===== src/rtl/if_id_buffer.sv =====
// if_id_buffer: two-entry elastic IF->ID buffer with redirect flush and a saturating stall-cycle counter.
// Main entry drives ID straight from flops; the skid entry absorbs one fetch while ID is stalled.
module if_id_buffer #(
    parameter int PC_WIDTH = 64,
    parameter int INST_WIDTH = 32,
    parameter logic [INST_WIDTH-1:0] NOP_INST = 32'h0000_0013,
    parameter int CNT_WIDTH = 32
) (
    input  logic                  clk,
    input  logic                  rst_n,
    input  logic                  if_valid,
    output logic                  if_ready,
    input  logic [PC_WIDTH-1:0]   if_pc,
    input  logic [INST_WIDTH-1:0] if_inst,
    input  logic                  flush,
    input  logic                  id_stall,
    output logic                  id_valid,
    output logic [PC_WIDTH-1:0]   id_pc,
    output logic [INST_WIDTH-1:0] id_inst,
    output logic [CNT_WIDTH-1:0]  stall_cnt
);
    typedef enum logic [1:0] {EMPTY, ONE, TWO} state_t;
    localparam logic [CNT_WIDTH-1:0] CNT_ONE = 1;
    state_t state, state_n;
    logic [PC_WIDTH-1:0] main_pc, main_pc_n, skid_pc;
    logic [INST_WIDTH-1:0] main_inst, main_inst_n, skid_inst;
    logic skid_we, accept, consume;
    assign id_valid = state != EMPTY;
    assign id_pc = main_pc;
    assign id_inst = main_inst;
    assign accept = if_valid & if_ready;
    assign consume = id_valid & ~id_stall;
    always_comb begin
        state_n = state;
        main_pc_n = main_pc;
        main_inst_n = main_inst;
        skid_we = 1'b0;
        if (flush) begin
            state_n = EMPTY;
            main_pc_n = '0;
            main_inst_n = NOP_INST;
        end else begin
            case (state)
                EMPTY: if (accept) begin
                    state_n = ONE;
                    main_pc_n = if_pc;
                    main_inst_n = if_inst;
                end
                ONE: if (accept && consume) begin
                    main_pc_n = if_pc;
                    main_inst_n = if_inst;
                end else if (accept) begin
                    state_n = TWO;
                    skid_we = 1'b1;
                end else if (consume) begin
                    state_n = EMPTY;
                    main_pc_n = '0;
                    main_inst_n = NOP_INST;
                end
                TWO: if (consume) begin
                    state_n = ONE;
                    main_pc_n = skid_pc;
                    main_inst_n = skid_inst;
                end
                default: state_n = EMPTY;
            endcase
        end
    end
    // if_ready comes from the next count so id_stall never reaches it combinationally
    always_ff @(posedge clk) begin
        if (!rst_n) begin
            state <= EMPTY;
            if_ready <= 1'b1;
            main_pc <= '0;
            main_inst <= NOP_INST;
            skid_pc <= '0;
            skid_inst <= NOP_INST;
            stall_cnt <= '0;
        end else begin
            state <= state_n;
            if_ready <= state_n != TWO;
            main_pc <= main_pc_n;
            main_inst <= main_inst_n;
            if (skid_we) begin
                skid_pc <= if_pc;
                skid_inst <= if_inst;
            end
            if (id_valid && id_stall && stall_cnt != '1)
                stall_cnt <= stall_cnt + CNT_ONE;
        end
    end
endmodule


===== config.mk =====
export PLATFORM = sky130hd
export DESIGN_NAME = if_id_buffer
export DESIGN_NICKNAME = d
export VERILOG_FILES = /design/src/rtl/if_id_buffer.sv
export SDC_FILE = /design/constraint.sdc
export NUM_CORES = 1
export LEC_CHECK = 0
export BUFFER_PORTS_ARGS = -buffer_cell sky130_fd_sc_hd__buf_2
export CAP_MARGIN = 10
export CORE_MARGIN = 3
export CORE_UTILIZATION = 53
export CTS_BUF_LIST = sky130_fd_sc_hd__clkbuf_8 sky130_fd_sc_hd__clkbuf_16
export CTS_CLUSTER_DIAMETER = 80
export CTS_CLUSTER_SIZE = 16
export DETAILED_ROUTE_END_ITERATION = 10
export PLACE_DENSITY = 0.86
export SYNTH_ARGS = -nofsm -noshare
export SYNTH_HDL_FRONTEND = slang
export SYNTH_SLANG_ARGS = --single-unit

===== constraint.sdc =====
create_clock -name clk -period 3.25 [get_ports clk]
set_clock_uncertainty 0.2 [all_clocks]
set_input_delay 0.325 -clock clk [delete_from_list [all_inputs] [get_ports clk]]
set_output_delay 0.325 -clock clk [all_outputs]
set_load 0.01 [all_outputs]

# ---- After elaboration in Yosys (flattened, before gate mapping)
# Index checks and enable logic that the tools add are counted.
dict set report totals {
  output_inout_bits 130
  register_bits 227
  inputBits 101
}
dict set report classes {
  n_bitwise 4
  n_reduce_logical 8
  add_sub_neg 1
  muxes 23
  eq_ne 8
}
# operator count
set op_table {}
lappend op_table {{2-to-1 mux 64 bit} 5}
lappend op_table {{case mux 64 bit (3 select lines)} 1}
lappend op_table {{2-to-1 mux 32 bit} 5}
lappend op_table {{case mux 32 bit (3 select lines)} 1}
lappend op_table {{adder 32 x 1 -> 32 bit, second input constant} 1}
lappend op_table {{!= test 32 bit, second input constant} 1}
lappend op_table {{2-to-1 mux 2 bit} 6}
lappend op_table {{!= test 2 bit, second input constant} 3}
lappend op_table {{!= test 3 bit, second input constant} 2}
lappend op_table {{case mux 2 bit (3 select lines)} 1}
lappend op_table {{AND reduction 5 bit} 1}
lappend op_table {{2-to-1 mux 1 bit} 4}
lappend op_table {{logical AND 1 bit} 3}
lappend op_table {{nonzero test 3 bit} 1}
lappend op_table {{AND 1 bit} 2}
lappend op_table {{equality test 2 x 1 -> 1 bit, second input constant} 1}
lappend op_table {{equality test 2 bit, second input constant} 1}
lappend op_table {{zero test 2 bit} 1}
lappend op_table {{inverter 1 bit} 2}
lappend op_table {{nonzero test 2 bit} 1}
lappend op_table {{OR reduction 2 bit} 1}

# ---- Depth between registers and ports, before layout
dict set report depth {
  depth_word 8
  ltp_mapped 10
}

# ---- Worst setup path before layout
# OpenSTA, ideal clock, no wires.
dict set report synth_path {
  kind {reg-to-reg}
  from {register state[0]}
  to {register main_inst[29], in the netlist id_inst[29]}
  setup_slack_ns 0.927
  path_stages_with_launch 11
  arrival_time_ns 1.991
  setup_ns 0.132
  cell_sequence {dfxtp_1 -> inv_1 -> ha_1 -> or2_1 -> or2_1 -> a21o_1 -> clkbuf_1 -> buf_2 -> buf_2 -> a221oi_1 -> nor3_1}
}
dict set report synth_via {
  elab_chain_cells 5
}
# item line_no
set synth_lines {}
lappend synth_lines {{start, declared} 24} ;# state_t state, state_n;
lappend synth_lines {{start signal, assigned} 80} ;# state <= state_n;
lappend synth_lines {{nonzero test 2 bit} 28} ;# assign id_valid = state != EMPTY;
lappend synth_lines {{AND 1 bit} 32} ;# assign consume = id_valid & ~id_stall;
lappend synth_lines {{logical AND 1 bit} 49} ;# ONE: if (accept && consume) begin
lappend synth_lines {{!= test 3 bit (no line) / 2-to-1 mux 32 bit (equally long branches)} --}
lappend synth_lines {{AND reduction 5 bit (no line) / case mux 32 bit (3 select lines) (equally long branches)} --}
lappend synth_lines {{end signal, assigned} 83} ;# main_inst <= main_inst_n;
lappend synth_lines {{end, declared} 26} ;# logic [INST_WIDTH-1:0] main_inst, main_inst_n, skid_inst;
# Several ways; a longest one is shown, not always the timed one.
# A chain may end at the register's enable or synchronous reset.

# ---- Worst setup path after layout
dict set report layout_path {
  from {register state[1]}
  to {register main_pc[14], in the netlist id_pc[14]}
}
dict set report layout_via {
  elab_chain_cells 5
}
# item line_no
set layout_lines {}
lappend layout_lines {{nonzero test 2 bit} 28}
lappend layout_lines {{AND 1 bit} 32}
lappend layout_lines {{logical AND 1 bit} 49}
lappend layout_lines {{!= test 3 bit (no line) / 2-to-1 mux 64 bit (equally long branches)} --}
lappend layout_lines {{AND reduction 5 bit (no line) / case mux 64 bit (3 select lines) (equally long branches)} --}
lappend layout_lines {{end signal, assigned} 82} ;# main_pc <= main_pc_n;
lappend layout_lines {{end, declared} 25} ;# logic [PC_WIDTH-1:0] main_pc, main_pc_n, skid_pc;
# Several ways; a longest one is shown, not always the timed one.

==> impl_results.md <==
* Register bit total from synthesis at 227
* Initial DRC count at 845
* Synth top area share at 49.7%
* Met2 WL at 13600 µm
* RSZ-0062 raised after global routing: no
* Initial antenna violation count at 1
* Drt drc at 0
* Footprint of the multi-input gates at 4210 µm²
* TritonCTS clock tree: done
* Starting Density at 54.5%
* Antenna Nets Post-Route at 0
* Layout Utilization at 70.7%
* Layout cells sized above 1 at 20.8%
* Vias per cell at 6.02
* Final non-filler cell total at 1587
* Die Y at 137 µm
* Final hold violations at 0
* EDFF count, synth at 0
* Clk buf depth at 3
* Seq/Total Area, Yosys at 49.7%
* CP Data Required Time at 3.35 ns
* Pwr dens at 480 nW/µm²
* Rows at 47
* Final Cycle Share at 87.0%
* Outcome: finished, final reports clean
* Vias at 9556
* Max_cap viols at 0
* Core footprint at 16800 µm²
* CP cell instances: inv_1, ha_1, or2_1, or2_1, a21o_4, a221oi_1, nor3_1
* Mapped Cells at 1098
* Syn_area_per_cell at 8.32 µm²
* H-tree Lvls at 1
* Slowest stage delay, CP at 0.51 ns
* Setup violators final at 0
* Crit end category: register
* Routed wire length at 28300 µm
* Slew headroom at 21.7%
* Dpl cells at 1468
* Vias in the first global route at 9067
* FILL cells at 1230
* DR top layer: met4
* Crit path time final at 2.83 ns
* Worst path arrival time at 2.93 ns
* Top post-synthesis cells by area: dfxtp_1 (50%), a221oi_1 (8.9%), nand2_1 (8.7%)
* Clock Sinks at 227
* Postcts setup bufs at 0
* Met3 WL at 2620 µm
* Setup TNS Final at 0 ns
* Leakage Power at 0.00482 µW
* DR pass1 iterations at 5
* Tightest Pin Transition at 1.18 ns
* I/O pin count at 231
* Grt ovf at 0
* Die width at 137 µm
* Final Power at 5680 µW
* Most frequent cell on the critical path: or2_1
* Library cells used by synthesis at 49
* DP Wirelength at 15900 µm
* Wire per inst at 17.8 µm
* Highest Clock Rate at 0.354 GHz
* Slew Limit Fails at 0
* Fin nets at 1472
* Final Wtd Congestion at 0.853
* P&R area growth vs syn at 29.6%
* Area leader, netlist: dfxtp_1
* Total area of sequential cells at 4540 µm²
* Max VDD drop at 0.000416 V
* Post-synthesis cell area at 9140 µm²
* Clock insertion delay at the later pin of the skew report at 0.48 ns
* CP max FO at 96
* M1 wire length at 10900 µm
* Post-synth top flop: dfxtp_1
* Post-synth ARST share at 0%
* Cts bufs inserted at 18
* Crit path kind: register to register
* Critical path's slowest cell: a21o_4
* Root Buffer: clkbuf_16
* GRT Resource Usage Total at 28.5%
* Largest net degree at the start of global routing at 97
* HP Class: input pin to register
* First-pass GRT wire length at 44400 µm
* Crit start category: register
* Port bufs at 230
* Yosys warnings at 0
* CTS clk-pin slew, worst paths at 0.07 ns
* Die area at 18900 µm²
* Post-synthesis net count at 1205
[Yosys cell counts (5+ instances only)]
cell and count:
ha_1 6, o21ai_0 11, buf_2 21, clkbuf_1 67
nor2_1 113, o31ai_1 6, inv_1 10, nand2b_1 6
or4_1 5, and4_1 5, a21oi_1 115, nor3_1 95
nand4_1 6, or3_1 13, nand2_1 213, dfxtp_1 227
nand3_1 14, xor2_1 6, a221oi_1 93, a211oi_1 5
[metal layers]
metal  up-vias  GRT usage [%]
li1       4426              -
met1      4476           34.7
met2       545           47.7
met3       109           6.65
met4         0           13.1
met5         -              0
[metrics by stage]
step,hold WS [ns],instance area (µm²),worst slack (ns)
floorplan,0.236,9140,0.927
global placement,0.241,10400,0.651
detailed placement,0.246,10400,0.536
CTS,0.0472,11800,0.533
global route,0.0757,11800,0.287
finish,0.0673,11800,0.421
[critical path: cells and delay by family, from the launching register on]
family | cells | cell delay, ns
compound gates | 2 | 0.97
fa+ha+maj | 1 | 0.23
buf+inv | 1 | 0.09
flops | 1 | 0.41
simple gates | 3 | 0.67
[power by group]
group          total, µW  leakage [µW]  internal (µW)  switching (µW)
logic                767       0.00274            327             440
registers           2920       0.00184           2870            52.8
clock network       2000      0.000241           1040             954
[state kept, by name, summed over array words and instances (netlist names)]
name and flops:
state 2, skid_inst 32, stall_cnt 32, id_pc 64, skid_pc 64, if_ready 1, id_inst 32
[worst paths after layout]
check | from | endpoint | slack (ns) | cells past startpoint
worst min-delay path | rst_n | skid_inst[1] | 0.07 | 2
worst max register to register | state[1] | id_pc[14] | 0.42 | 7
worst max-delay path | state[1] | id_pc[14] | 0.42 | 7
worst min register to register | skid_inst[6] | skid_inst[6] | 0.25 | 2
[cell type report]
type,count,area share (%)
flip-flops and latches,227,38.4
multi-input cells,768,35.5
repair buffers,340,19.3
clock buffers,19,4.01
well taps,220,2.32
inverters,10,0.327
clock inverters,1,0.137
diodes,2,0.0422
[cell families (layout without fill, tap and decap cells)]
group           count (synthesis)  in the layout  share of synthesized area [%]
simple gates                  495            495                           24.6
compound gates                255            255                           18.9
flops                         227            227                           49.7
buf+inv                       103            370                           4.72
xor+xnor                        8              8                          0.767
fa+ha+maj                       6              6                          0.821
mux                             4              4                          0.438
other cells                     0              2                              0
[cells in the final DEF (no fill, tap or decap), types with 5 or more instances in the layout]
master	n
buf_2	230
buf_4	8
and4_1	5
clkbuf_16	19
nor3_1	94
o21ai_0	11
nand3_1	14
or3_1	12
a21oi_1	114
nor2_1	113
nand2b_1	5
o31ai_1	6
dlygate4sd3_1	97
inv_1	9
a211oi_1	5
buf_12	5
a221oi_1	93
xor2_1	6
ha_1	6
or4_1	5
nand2_1	213
dfxtp_1	227
nand4_1	6
[what timing repair did]
| item | in CTS | in global routing |
|---|---|---|
| hold buffers | 97 | 0 |
| resized for setup | 0 | 0 |
| endpoints found under the hold margin | 186 | 0 |
Note: power is estimated with default switching activity, not from simulation.
